===== src/rtl/delay_steer_ctrl.sv =====
// Beam-steering delay controller.
// A direction request walks the delay table for every microphone, stores the
// results in a shadow bank, and then swaps the whole bank into the active
// delay outputs on the next PCM sample boundary, so the delay set in use is
// never partly old and partly new.
//
// Request handshake: a request transfers on a rising clk edge where
// dir_valid=1 and dir_ready=1. dir_ready is 1 only while idle. A request
// presented while dir_ready=0 is ignored and not remembered.
module delay_steer_ctrl #(
    parameter int NUM_MICS  = 16,
    parameter int DELAY_W   = 6,
    parameter int DIR_W     = 5,
    parameter int MAX_DELAY = 47
) (
    input  logic                        clk,
    input  logic                        rst,
    input  logic                        dir_valid,
    output logic                        dir_ready,
    input  logic [DIR_W-1:0]            dir_sel,
    output logic                        tbl_rd_en,
    output logic [DIR_W+3:0]            tbl_addr,
    input  logic [DELAY_W-1:0]          tbl_rd_data,
    input  logic                        sample_strobe,
    output logic [NUM_MICS*DELAY_W-1:0] mic_delays,
    output logic [DIR_W-1:0]            cur_dir,
    output logic                        cfg_applied,
    output logic                        clamp_flag,
    output logic [1:0]                  dbg_state
);

    // The mic index occupies the low four address bits.
    localparam int MIC_W = 4;
    localparam logic [MIC_W-1:0]   LAST_MIC = MIC_W'(NUM_MICS - 1);
    localparam logic [DELAY_W-1:0] MAX_D    = DELAY_W'(MAX_DELAY);

    typedef enum logic [1:0] {
        IDLE        = 2'd0,
        FETCH       = 2'd1,
        WAIT_COMMIT = 2'd2
    } state_t;

    state_t               state_q, state_d;

    // Request latched at accept; drives the table address and cur_dir on commit.
    logic [DIR_W-1:0]     dir_q;
    // Read sequencer: strobe and mic index of the read being issued.
    logic                 rd_en_q;
    logic [MIC_W-1:0]     rd_mic_q;
    // Capture pipeline: marks the cycle the table data for cap_mic_q is valid.
    logic                 cap_valid_q;
    logic [MIC_W-1:0]     cap_mic_q;
    // Shadow bank filled during the fetch.
    logic [DELAY_W-1:0]   shadow_q [NUM_MICS];
    logic [NUM_MICS*DELAY_W-1:0] shadow_flat;
    // Applied configuration.
    logic [NUM_MICS*DELAY_W-1:0] mic_delays_q;
    logic [DIR_W-1:0]     cur_dir_q;
    logic                 cfg_applied_q;
    logic                 clamp_q;

    logic                 accept;
    logic                 last_capture;
    logic                 commit;
    logic                 over_max;

    assign accept       = (state_q == IDLE) && dir_valid;
    assign last_capture = cap_valid_q && (cap_mic_q == LAST_MIC);
    assign commit       = (state_q == WAIT_COMMIT) && sample_strobe;
    assign over_max     = tbl_rd_data > MAX_D;

    assign dir_ready   = (state_q == IDLE);
    assign tbl_rd_en   = rd_en_q;
    assign tbl_addr    = {dir_q, rd_mic_q};
    assign mic_delays  = mic_delays_q;
    assign cur_dir     = cur_dir_q;
    assign cfg_applied = cfg_applied_q;
    assign clamp_flag  = clamp_q;
    assign dbg_state   = state_q;

    // State register.
    always_ff @(posedge clk or posedge rst) begin
        if (rst) begin
            state_q <= IDLE;
        end else begin
            state_q <= state_d;
        end
    end

    // Next-state logic: fetch ends after the last mic is captured, commit waits for a sample strobe.
    always_comb begin
        state_d = state_q;
        case (state_q)
            IDLE: begin
                if (accept) begin
                    state_d = FETCH;
                end
            end
            FETCH: begin
                if (last_capture) begin
                    state_d = WAIT_COMMIT;
                end
            end
            WAIT_COMMIT: begin
                if (sample_strobe) begin
                    state_d = IDLE;
                end
            end
            default: begin
                state_d = IDLE;
            end
        endcase
    end

    // Read sequencer: one table read per cycle for mic 0..NUM_MICS-1 after accept.
    always_ff @(posedge clk or posedge rst) begin
        if (rst) begin
            dir_q    <= '0;
            rd_en_q  <= 1'b0;
            rd_mic_q <= '0;
        end else if (accept) begin
            dir_q    <= dir_sel;
            rd_en_q  <= 1'b1;
            rd_mic_q <= '0;
        end else if (rd_en_q) begin
            if (rd_mic_q == LAST_MIC) begin
                rd_en_q <= 1'b0;
            end else begin
                rd_mic_q <= rd_mic_q + 4'd1;
            end
        end
    end

    // Capture pipeline: table data arrives one cycle after its read strobe.
    always_ff @(posedge clk or posedge rst) begin
        if (rst) begin
            cap_valid_q <= 1'b0;
            cap_mic_q   <= '0;
        end else begin
            cap_valid_q <= rd_en_q;
            cap_mic_q   <= rd_mic_q;
        end
    end

    // Shadow bank: store each fetched delay, saturating anything beyond the delay line depth.
    always_ff @(posedge clk or posedge rst) begin
        if (rst) begin
            for (int i = 0; i < NUM_MICS; i++) begin
                shadow_q[i] <= '0;
            end
        end else if (cap_valid_q) begin
            shadow_q[cap_mic_q] <= over_max ? MAX_D : tbl_rd_data;
        end
    end

    // Clamp indicator: cleared by a new request, set by any saturated capture.
    always_ff @(posedge clk or posedge rst) begin
        if (rst) begin
            clamp_q <= 1'b0;
        end else if (accept) begin
            clamp_q <= 1'b0;
        end else if (cap_valid_q && over_max) begin
            clamp_q <= 1'b1;
        end
    end

    // Flatten the shadow bank into the output bit layout.
    always_comb begin
        shadow_flat = '0;
        for (int i = 0; i < NUM_MICS; i++) begin
            shadow_flat[DELAY_W*i +: DELAY_W] = shadow_q[i];
        end
    end

    // Commit: swap the whole shadow bank and direction in on a single edge.
    always_ff @(posedge clk or posedge rst) begin
        if (rst) begin
            mic_delays_q  <= '0;
            cur_dir_q     <= '0;
            cfg_applied_q <= 1'b0;
        end else begin
            cfg_applied_q <= commit;
            if (commit) begin
                mic_delays_q <= shadow_flat;
                cur_dir_q    <= dir_q;
            end
        end
    end

endmodule

===== config.mk =====
export PLATFORM = sky130hd
export DESIGN_NAME = delay_steer_ctrl
export DESIGN_NICKNAME = d
export VERILOG_FILES = /design/src/rtl/delay_steer_ctrl.sv
export SDC_FILE = /design/constraint.sdc
export NUM_CORES = 1
export LEC_CHECK = 0
export ABC_AREA = 1
export ABC_CLOCK_PERIOD_IN_PS = 17300
export BUFFER_PORTS_ARGS = -buffer_cell sky130_fd_sc_hd__clkbuf_2
export CAP_MARGIN = 10
export CORE_ASPECT_RATIO = 0.7
export CORE_MARGIN = 3
export CORE_UTILIZATION = 35
export DETAILED_ROUTE_END_ITERATION = 8
export HOLD_SLACK_MARGIN = 0.12
export SETUP_SLACK_MARGIN = 0.3
export SYNTH_ARGS = -nofsm -noshare
export SYNTH_HDL_FRONTEND = slang
export SYNTH_SLANG_ARGS = --single-unit

===== constraint.sdc =====
create_clock -name clk -period 17.3 [get_ports clk]
set_clock_uncertainty 0.1 [all_clocks]
set_input_delay 2.595 -clock clk [delete_from_list [all_inputs] [get_ports clk]]
set_output_delay 2.595 -clock clk [all_outputs]
set_load 0.01 [all_outputs]

Yosys cells after proc, flatten, opt, wreduce, memory -nomap -nowiden
Index checks and enable logic that the tools add are counted.

$add $sub $neg: 1. Order comparisons: 3. Equality and inequality tests: 8. Multiplexer cells: 16. Bitwise operators: 1. Reduce and logical (&&, ||, !) cells: 10.

Operators with widths (count): $bwmux W96 (1); $demux W6 S4 (1); $mux W4 (3); $mux W6 (2); $eq A4 B4 Y1 const B (2); $gt A6 B6 Y1 const B (1); $mux W2 (3); $ne A2 B2 Y1 const B (3); $pmux W2 S3 (1); $ge A5 B5 Y1 const B (1); $logic_and A1 B1 Y1 (5); $lt A5 B1 Y1 const B (1); $mux W1 (5); $not A4 Y5 (1); $add A4 B1 Y4 const B (1); $reduce_bool A2 Y1 (2); $reduce_and A3 Y1 (1); $eq A2 B1 Y1 const B (1); $eq A2 B2 Y1 const B (1); $logic_not A2 Y1 (1); $ne A2 B1 Y1 const B (1); $reduce_and A2 Y1 (1).

Register bits: 216. Logic and storage cells: 65.

Logic depth before layout (Yosys ltp)
Gate-level depths: netlist of run 1.

Depth in word-level cells: 6. Gate-level depth with buffers: 7. Gate-level depth less buffers: 7.

Worst setup path before layout of run 1
Ideal clock, no wire load.

Path kind: input -> register. From: input port tbl_rd_data[5]. To: register shadow_q (netlist bit shadow_flat[30]). Data arrival time: 3210 ps. Data required time: 17074 ps. Setup slack: 13864 ps. Stages: 6. Cell sequence: nand2_1 > inv_2 > nor2_1 > inv_2 > nand2_1 > o21ai_0.

Cells in the longest elaborated chain, start to end: 3.

Ends and longest elaborated chain: start, declared (RTL line 23) `input logic [DELAY_W-1:0] tbl_rd_data,`; $gt A6 B6 Y1 (RTL line 70) `assign over_max = tbl_rd_data > MAX_D;`; $mux W6 (RTL line 152) `shadow_q[cap_mic_q] <= over_max ? MAX_D : tbl_rd_data;`; $bwmux W96 (RTL line 152); end signal, assigned by index (RTL line 152); end, declared (RTL line 54) `logic [DELAY_W-1:0] shadow_q [NUM_MICS];`.

No other way between the ends. A chain may end at the register's enable or synchronous reset.

Final worst setup path of run 1
From: input port tbl_rd_data[5]. To: register shadow_q (netlist bit shadow_flat[33]).

The elaborated chain is that of the path after synthesis.

==> results of run 1 <==
## cells by family (layout without fill, tap and decap cells)
family	count (synthesis)	in the layout
DFF	216	216
and+or+nand+nor	339	339
adders and majority gates	1	1
AOI/OAI and AO/OA	166	166
buffers and inverters	127	260
xor gates and xnor gates	1	1
## worst max-delay path by stage
stage	slack [ns]	cells past startpoint	from	endpoint
6_report	13.19	7	tbl_rd_data[5]	shadow_flat[33]
5_1_grt	12.92	3	rst	cur_dir[3]
4_1_cts	12.80	5	sample_strobe	mic_delays[28]
3_5_place_dp	12.29	5	sample_strobe	mic_delays[53]
3_3_place_gp	12.33	5	sample_strobe	mic_delays[27]
2_1_floorplan	8.70	1	rst	cap_mic_q[0]
## metal layers
metal	track usage, %	vias to the layer above	wire, um
li1	-	2896	-
met1	25.12	2679	10170
met2	20.37	157	7385
met3	3.840	24	1239
met4	2.874	0	315
met5	0	-	0
## power by group through the flow
| stage | Combinational, uW | Sequential, uW | Clock [uW] |
|---|---|---|---|
| 6_report | 387 | 787 | 467 |
| 4_1_cts | 395 | 788 | 481 |
| 3_3_place_gp | 384 | 792 | 0 |
| 2_1_floorplan | 224 | 808 | 0 |
| 5_1_grt | 455 | 812 | 503 |
| 3_5_place_dp | 392 | 795 | 0 |
## final cells by class
| class | instances | share of cell area (%) |
|---|---|---|
| flip-flops and latches | 216 | 55.70 |
| multi-input cells | 507 | 22.49 |
| repair buffers | 133 | 7.143 |
| clock buffers | 32 | 6.588 |
| well taps | 305 | 3.932 |
| inverters | 87 | 3.442 |
| clock inverters | 8 | 0.7091 |
## state kept, by name (all words and copies together) (netlist names)
| name | cells |
|---|---|
| tbl_rd_en | 1 |
| clamp_flag | 1 |
| cur_dir | 5 |
| cfg_applied | 1 |
| cap_valid_q | 1 |
| dbg_state | 2 |
| dir_q | 5 |
| rd_mic_q | 4 |
| mic_delays | 96 |
| cap_mic_q | 4 |
| shadow_flat | 96 |
## metrics by stage
stage	hold WS (ns)	utilization, %
after floorplan	0.3348	-
after global placement	0.3180	40.33
after detailed placement	0.3211	40.33
after CTS	0.3403	43.51
after global routing	0.3540	43.63
final	0.3420	43.63
## worst reg2reg max path, stage by stage (launching register included)
cell     delay, ns
dfrtp_1       0.41
inv_1         0.14
nand3_4       0.61
buf_4         0.63
nand2_1       0.22
o21ai_0       0.09
## Yosys cell counts
cell type  instances
nand2_1          298
dfrtp_1          216
o21ai_1            1
nor2_1            24
nor3_2             2
clkinv_1           1
nor2_2             2
clkbuf_1           7
nand3b_1           1
o21ai_0          161
buf_2             26
inv_1             81
nand3_2            1
buf_4              7
ha_1               1
inv_2              5
nand3_1            8
a21oi_1            4
nand4_1            3
xor2_1             1
==> summary.md, run 1 <==
| Metric | Value |
|---|---|
| Finished Layout Cells | `1288` |
| Post-synthesis sequential area ratio | `between 60% and 70%` |
| Net Sw Frac | `32.65%` |
| Final WL | `about 19 mm` |
| Worst Path Required | `17.55 ns` |
| Synth top area cells | `dfrtp_1, nand2_1, o21ai_0, inv_1, buf_2` |
| Share of layout cells above drive strength 1 | `18.21%` |
| Most common cell after layout, fill and taps aside | `nand2_1` |
| CP max-delay cell | `nor2_1` |
| Area leader, netlist | `dfrtp_1` |
| Row cnt | `between 40 and 50` |
| Worst slew pin tran | `1.021 ns` |
| Post-Layout Inst Area | `between 0.009 and 0.01 mm^2` |
| First-pass GRT wire length | `between 30 and 40 mm` |
| Gpl congestion | `0.7588` |
| Simple-gate portion of the synthesized area | `approximately 16%` |
| CTS Buf Count | `22` |
| Synth cell types | `20` |
| Post-DRT Antenna Nets | `0` |
| Top Ports | `131` |
| Clock power share | `28.5%` |
| Setup violations, final | `0` |
| Clock sinks | `roughly 220` |
| DP Worst Slack | `12.29 ns` |
| RR Endpoint | `mic_delays[32]` |
| Total power | `1641 uW` |
| Worst r2r src | `dbg_state[0]` |
| Gr usage total | `between 10% and 20%` |
| Iter 0 DRT Violations | `~430` |
| Sw Pwr | `around 540 uW` |
| P_leak | `0.005019 uW` |
| Ys Warns | `0` |
| Post-CTS Setup Bufs | `0` |
| Comb power frac | `23.6%` |
| Max Root-Sink Buffers | `3` |
| Crit path max fanout | `12` |
| CP cell instances | `clkbuf_2 > nand2_1 > inv_2 > nor2_1 > inv_2 > nand2_1 > o21ai_0` |
| DP Area | `0.008969 mm^2` |
| Status | `completed` |
| Post-synth top area share | `66.65%` |
| H-Tree Depth | `1` |
| Cell family with most CP delay | `simple AND/OR/NAND/NOR gates` |
| Worst Slack Setup Final | `13.19 ns` |
| WP data arrival | `approximately 4.4 ns` |
| R2R setup slack | `14.94 ns` |
| DP HPWL | `12.06 mm` |
| Vias per inst | `4.469` |
| Commonest non-fill, non-tap cells in the layout | `nand2_1, dfrtp_1, o21ai_0, clkbuf_2, inv_1` |
| Mux cell area share after synthesis | `0%` |
| Startpoint Class | `primary input` |
| Clk slew on worst S/H paths | `around 0.060 ns` |
| Mean Syn Cell Area | `9.542 um^2` |
| Diode count | `0` |
| Worst Hold Class | `reg2reg` |
| Reg2reg path depth | `5` |
| Sequential Power Share | `47.9%` |
| Max Cap Viol | `0` |
| Vias in the first global route | `roughly 5500` |
| Pint | `about 1100 uW` |
| Largest net degree at the start of global routing | `137` |
| Clock latency on the worst-skew pair | `0.50 ns` |
| Post-CTS sizing | `0` |
| # DRC | `0` |
| RSZ-0062 raised after global routing | `false` |
| Placed Instances | `between 1000 and 1500` |
| Wire per inst | `~15 um` |
| CTS root buf | `clkbuf_16` |
| Starting Density | `36.47%` |
| Syn nets | `866` |
| Area taken by multi-input logic gates | `about 0.0022 mm^2` |
| Synth-to-layout area growth | `19.65%` |
| Setup crit end kind | `register` |
| Mapped Cells | `850` |
| Adder-Cell Fraction of Synth Area | `0.1543%` |
| Maximum achievable frequency | `roughly 0.24 GHz` |
| Post-Synth XOR/XNOR Area | `less than 1%` |
| Final-report max-slew violation count | `0` |
| Worst hold path cell count | `0` |
| Overflow after GRT | `0` |
| Port buffer count | `130` |
| Main combinational cell family by area after synthesis | `simple AND/OR/NAND/NOR gates` |
| Max incr delay on CP | `0.63 ns` |
| # hold bufs at CTS | `0` |
| Hold Violations, Final | `0` |
| Post-synthesis compound-gate area fraction | `10.24%` |
| TNS Setup | `0 ns` |
| Filler Cell Count | `~2200` |
| Crit path time final | `between 4 and 5 ns` |
| CTS tree | `yes` |
| PD cells | `169.1 mW/mm^2` |
| Hold_sp | `tbl_rd_en` |
| Synth Cell Area | `0.008110 mm^2` |
| Core Area | `0.02224 mm^2` |
| Detailed Routing Iterations Pass 1 | `5` |
| Die Y | `133.4 um` |
| Worst setup path category | `in2reg` |
| Critical path buffers and inverters | `3` |
| Max-slew headroom | `31.95%` |
| Antenna violations before repair | `0` |
| # nets final | `between 900 and 1000` |
| Die ar. | `about 0.025 mm^2` |
| Worst Hold End | `cap_valid_q` |
| Fin crit share | `23.79%` |
| IR drop worst, VDD | `0.06029 mV` |
| Die W | `187.9 um` |
| DR vias | `5756` |
| Yosys reg bits | `216` |
| Register Area | `0.005405 mm^2` |
Power figures use the tool's default switching activity.
==> run 2, diff against run 1 <==
- ABC_CLOCK_PERIOD_IN_PS: 17300 -> 3900
- clock period: 17.3 -> 3.9 ns (I/O delays scaled with it)
==> run 2 against run 1 <==
Critical path depth decreased by 5. Hold slack worse by 0.23 ns. Sequential share of layout area shrank 0.16 points. Critical path type is now reg2out. Largest power group unchanged.
==> summary.md, run 2 (synthesized netlist as in run 1, its figures left out) <==
| Metric | Value |
|---|---|
| Status | `completed` |
| Antenna violations before repair | `0` |
| Post-CTS sizing | `0` |
| Worst Path Required | `3.21 ns` |
| WP data arrival | `1.31 ns` |
| Detailed Routing Iterations Pass 1 | `5` |
| Core Area | `0.02224 mm^2` |
| Final WL | `19.12 mm` |
| Die Y | `133.4 um` |
| RSZ-0062 raised after global routing | `false` |
| Iter 0 DRT Violations | `between 400 and 500` |
| Clock sinks | `216` |
| Largest net degree at the start of global routing | `about 120` |
| Commonest non-fill, non-tap cells in the layout | `nand2_1, dfrtp_1, o21ai_0, clkbuf_2, inv_1` |
| Crit path max fanout | `5` |
| PD cells | `747.8 mW/mm^2` |
| P_leak | `0.005024 uW` |
| Vias in the first global route | `5674` |
| # DRC | `0` |
| Port buffer count | `130` |
| # nets final | `988` |
| Wire per inst | `14.81 um` |
| Hold Violations, Final | `0` |
| Vias per inst | `4.497` |
| Most common cell after layout, fill and taps aside | `nand2_1` |
| Worst Slack Setup Final | `approximately 1.9 ns` |
| DR vias | `5805` |
| Synth-to-layout area growth | `20.01%` |
| IR drop worst, VDD | `0.3803 mV` |
| Final-report max-slew violation count | `0` |
| Clock latency on the worst-skew pair | `0.50 ns` |
| Share of layout cells above drive strength 1 | `18.15%` |
| Startpoint Class | `register` |
| Post-CTS Setup Bufs | `0` |
| First-pass GRT wire length | `31.51 mm` |
| Overflow after GRT | `0` |
| Gpl congestion | `between 0.7 and 0.8` |
| TNS Setup | `0 ns` |
| DP HPWL | `13.01 mm` |
| CP max-delay cell | `dfrtp_1` |
| CP cell instances | `nor2_2 > clkbuf_2` |
| DP Worst Slack | `1.479 ns` |
| Critical path buffers and inverters | `1` |
| Die W | `187.9 um` |
| H-Tree Depth | `1` |
| Top Ports | `131` |
| Row cnt | `45` |
| Worst slew pin tran | `0.8882 ns` |
| CTS tree | `yes` |
| Cell family with most CP delay | `flip-flops` |
| Setup violations, final | `0` |
| Worst Hold Class | `in2async` |
| Max Root-Sink Buffers | `3` |
| Clk slew on worst S/H paths | `~0.060 ns` |
| CTS Buf Count | `23` |
| Max incr delay on CP | `0.46 ns` |
| # hold bufs at CTS | `0` |
| Setup crit end kind | `output pin` |
| Die ar. | `0.02506 mm^2` |
| Fin crit share | `51.08%` |
| Worst setup path category | `reg2out` |
| Crit path time final | `1.992 ns` |
| Max-slew headroom | `between 40% and 50%` |
| CTS root buf | `clkbuf_16` |
| Gr usage total | `15.52%` |
| Starting Density | `a little over a third` |
| Diode count | `0` |
| Max Cap Viol | `0` |
| Maximum achievable frequency | `roughly 0.50 GHz` |
| Post-DRT Antenna Nets | `0` |
-- run 2: final timing paths --
| kind | cells after the start | end | slack (ns) | from |
|---|---|---|---|---|
| setup reg to reg | 5 | shadow_flat[34] | 2.12 | cap_mic_q[2] |
| min in group clk | 3 | dir_q[4] | 0.22 | dir_sel[4] |
| hold reg to reg | 0 | cap_valid_q | 0.36 | tbl_rd_en |
| hold / removal | 2 | mic_delays[63] | 0.12 | rst |
| setup / recovery | 2 | dir_ready | 1.91 | dbg_state[1] |
| max in group asynchronous | 3 | mic_delays[53] | 2.60 | rst |
-- run 2: layout make-up --
type	count	area, um^2
Inverter	87	330.3
Tap cell	305	381.6
Clock buffer	36	664.4
Sequential cell	216	5405
Clock inverter	3	28.78
Multi-Input combinational cell	507	2182
Timing Repair Buffer	137	740.7
Fill cell	2167	12510
-- run 2: routing by layer --
layer	up-vias	GRT usage [%]	part of all wire, %
li1	2902	-	-
met2	139	21.00	39
met4	0	2.874	1.6
met5	-	0	0
met1	2736	25.04	53
met3	28	3.787	6.3
-- run 2: worst reg2reg max path, cell delays in order, from the launching register on --
cell and delay (ns):
dfrtp_1 0.40, inv_1 0.07, nor2_1 0.20, inv_1 0.10, nor2_1 0.59, o21ai_0 0.17
-- run 2: power by group --
part	leakage [uW]	internal, uW	switching, uW
sequential	0.00264	3070	447
combinational	0.00204	629	1100
clock	0.000338	1170	855
-- run 2: stage by stage --
| stage | area (um^2) | util (%) | power, uW | instances | hold WS [ns] |
|---|---|---|---|---|---|
| 2_1_floorplan | 8114 | - | 4576 | 850 | 0.3348 |
| 3_3_place_gp | 9040 | 40.65 | 5279 | 1252 | 0.3467 |
| 3_5_place_dp | 9040 | 40.65 | 5302 | 1252 | 0.3350 |
| 4_1_cts | 9733 | 43.76 | 7380 | 1291 | 0.1224 |
| 5_1_grt | 9733 | 43.76 | 7835 | 1291 | 0.1645 |
| 6_report | 9733 | 43.76 | 7278 | 1291 | 0.1159 |
==> run 3, diff against run 2 <==
- ABC_CLOCK_PERIOD_IN_PS: 3900 -> 1900
- clock period: 3.9 -> 1.9 ns (I/O delays scaled with it)
==> run 3 against run 2 <==
Via count is 1.8% higher. Largest cell class unchanged. Hold slack improved by 0.047 ns. Count of clock-buffer cells in the layout decreased by 6. Power is 110% higher. Combinational power rose by 110%. Clock power grew 130%.
==> summary.md, run 3 (synthesized netlist as in run 1, its figures left out) <==
| Metric | Value |
|---|---|
| Antenna violations before repair | `0` |
| Synth-to-layout area growth | `25.16%` |
| Sw Pwr | `about 5000 uW` |
| Met3 Resource Use GR | `~4.2%` |
| Total power | `around 16000 uW` |
| Worst Path Required | `1.51 ns` |
| Clock sinks | `216` |
| Detailed Routing Iterations Pass 1 | `5` |
| Wire per inst | `14.55 um` |
| Pint | `roughly 11000 uW` |
| Final WL | `between 15 and 20 mm` |
| Die ar. | `0.02506 mm^2` |
| Startpoint Class | `register` |
| Max-slew headroom | `approximately 70%` |
| Clock latency on the worst-skew pair | `0.50 ns` |
| Iter 0 DRT Violations | `377` |
| Placed Instances | `1270` |
| Gr usage total | `15.79%` |
| Met1 layer usage reported by global route | `24.68%` |
| Hold Violations, Final | `0` |
| Setup crit end kind | `output pin` |
| Worst Hold Class | `in2async` |
| Overflow after GRT | `0` |
| Port buffer count | `130` |
| Die W | `187.9 um` |
| Max Cap Viol | `0` |
| Clock power share | `between 30% and 40%` |
| Crit path max fanout | `3` |
| Clk slew on worst S/H paths | `0.07 ns` |
| First-pass GRT wire length | `approximately 32 mm` |
| Starting Density | `36.47%` |
| Finished Layout Cells | `around 1300` |
| Sequential Power Share | `46.2%` |
| Setup violations, final | `0` |
| Met2 Use GR | `21.95%` |
| Filler Cell Count | `2181` |
| Most common cell after layout, fill and taps aside | `nand2_1` |
| Commonest non-fill, non-tap cells in the layout | `nand2_1, dfrtp_1, o21ai_0, clkbuf_2, inv_1` |
| Vias per inst | `roughly 4.5` |
| PD cells | `1535 mW/mm^2` |
| WP data arrival | `1.19 ns` |
| Fin crit share | `83.06%` |
| Core Area | `0.02224 mm^2` |
| CTS tree | `yes` |
| CTS Buf Count | `22` |
| Comb power frac | `23.6%` |
| # nets final | `between 1000 and 1500` |
| Min Hold Slack | `approximately 0.16 ns` |
| Worst setup path category | `reg2out` |
| DP HPWL | `12.71 mm` |
| Maximum achievable frequency | `0.6337 GHz` |
| P_leak | `0.005238 uW` |
| Top Ports | `131` |
| Post-DRT Antenna Nets | `0` |
| Row cnt | `45` |
| Net Sw Frac | `31.80%` |
| Worst slew pin tran | `0.4182 ns` |
| Die Y | `133.4 um` |
| DR vias | `5907` |
| TNS Setup | `0 ns` |
| Gpl congestion | `0.7414` |
| Max Root-Sink Buffers | `3` |
| H-Tree Depth | `1` |
| Share of layout cells above drive strength 1 | `20.53%` |
| # DRC | `0` |
| Crit path time final | `1.578 ns` |
| IR drop worst, VDD | `around 0.66 mV` |
| Most Used Layer, Global Route | `met1` |
| Vias in the first global route | `5823` |
| Final-report max-slew violation count | `0` |
| CTS root buf | `clkbuf_16` |
| Status | `completed` |
| Diode count | `0` |
| Largest net degree at the start of global routing | `95` |
| RSZ-0062 raised after global routing | `true` |
[run 3: power groups by stage]
stage                     clock network [uW]  logic (uW)  registers [uW]
after floorplan                            0        2040            7360
after global placement                     0        3590            7210
after detailed placement                   0        3670            7250
after CTS                               4840        3750            7190
after global routing                    5020        4300            7410
final                                   4710        3680            7190
[run 3: critical path, cell delays in order, from the launching register on]
cell and delay, ns:
dfrtp_2 0.44, nor2_4 0.13, buf_6 0.11
[run 3: final timing paths]
kind	start	to	slack (ns)	cells past startpoint
hold reg to reg	tbl_rd_en	cap_valid_q	0.38	0
setup reg to reg	dbg_state[1]	dir_q[4]	0.36	5
max in group asynchronous	rst	rd_mic_q[0]	0.86	4
hold / removal	rst	mic_delays[55]	0.16	3
setup / recovery	dbg_state[1]	dir_ready	0.32	2
min in group clk	tbl_rd_data[0]	shadow_flat[18]	0.19	4
[run 3: layer usage]
| metal | vias up | part of all wire (%) |
|---|---|---|
| met5 | - | 0 |
| met4 | 0 | 1.8 |
| met3 | 28 | 6.8 |
| met2 | 163 | 40 |
| met1 | 2757 | 51 |
| li1 | 2959 | - |
[run 3: per-stage QoR]
step | instance area, um^2 | utilization, % | setup WS [ns]
after global routing | 10150 | 45.64 | 0.2406
after detailed placement | 9213 | 41.42 | 0.4715
after global placement | 9213 | 41.42 | 0.4995
after floorplan | 8114 | - | -1.297
final | 10150 | 45.64 | 0.3219
after CTS | 10140 | 45.60 | 0.3048
[run 3: timing repair]
item                                    4_1_cts  5_1_grt
pin swaps                                     1        1
setup buffers                                 2        0
endpoints found under the hold margin       231        0
endpoints found under the setup margin        1       16
hold buffers                                 11        0
gates resized for setup                       2        4
gates cloned                                  0        0
[run 3: area by class of cell]
| type | count | area [um^2] | share of cell area (%) |
|---|---|---|---|
| inverter | 87 | 330.3 | 3.254 |
| multi-input combinational | 507 | 2187 | 21.55 |
| tap | 305 | 381.6 | 3.759 |
| clock buffer | 30 | 641.9 | 6.323 |
| sequential | 216 | 5409 | 53.28 |
| timing repair buffer | 168 | 1045 | 10.29 |
| clock inverter | 10 | 156.4 | 1.541 |
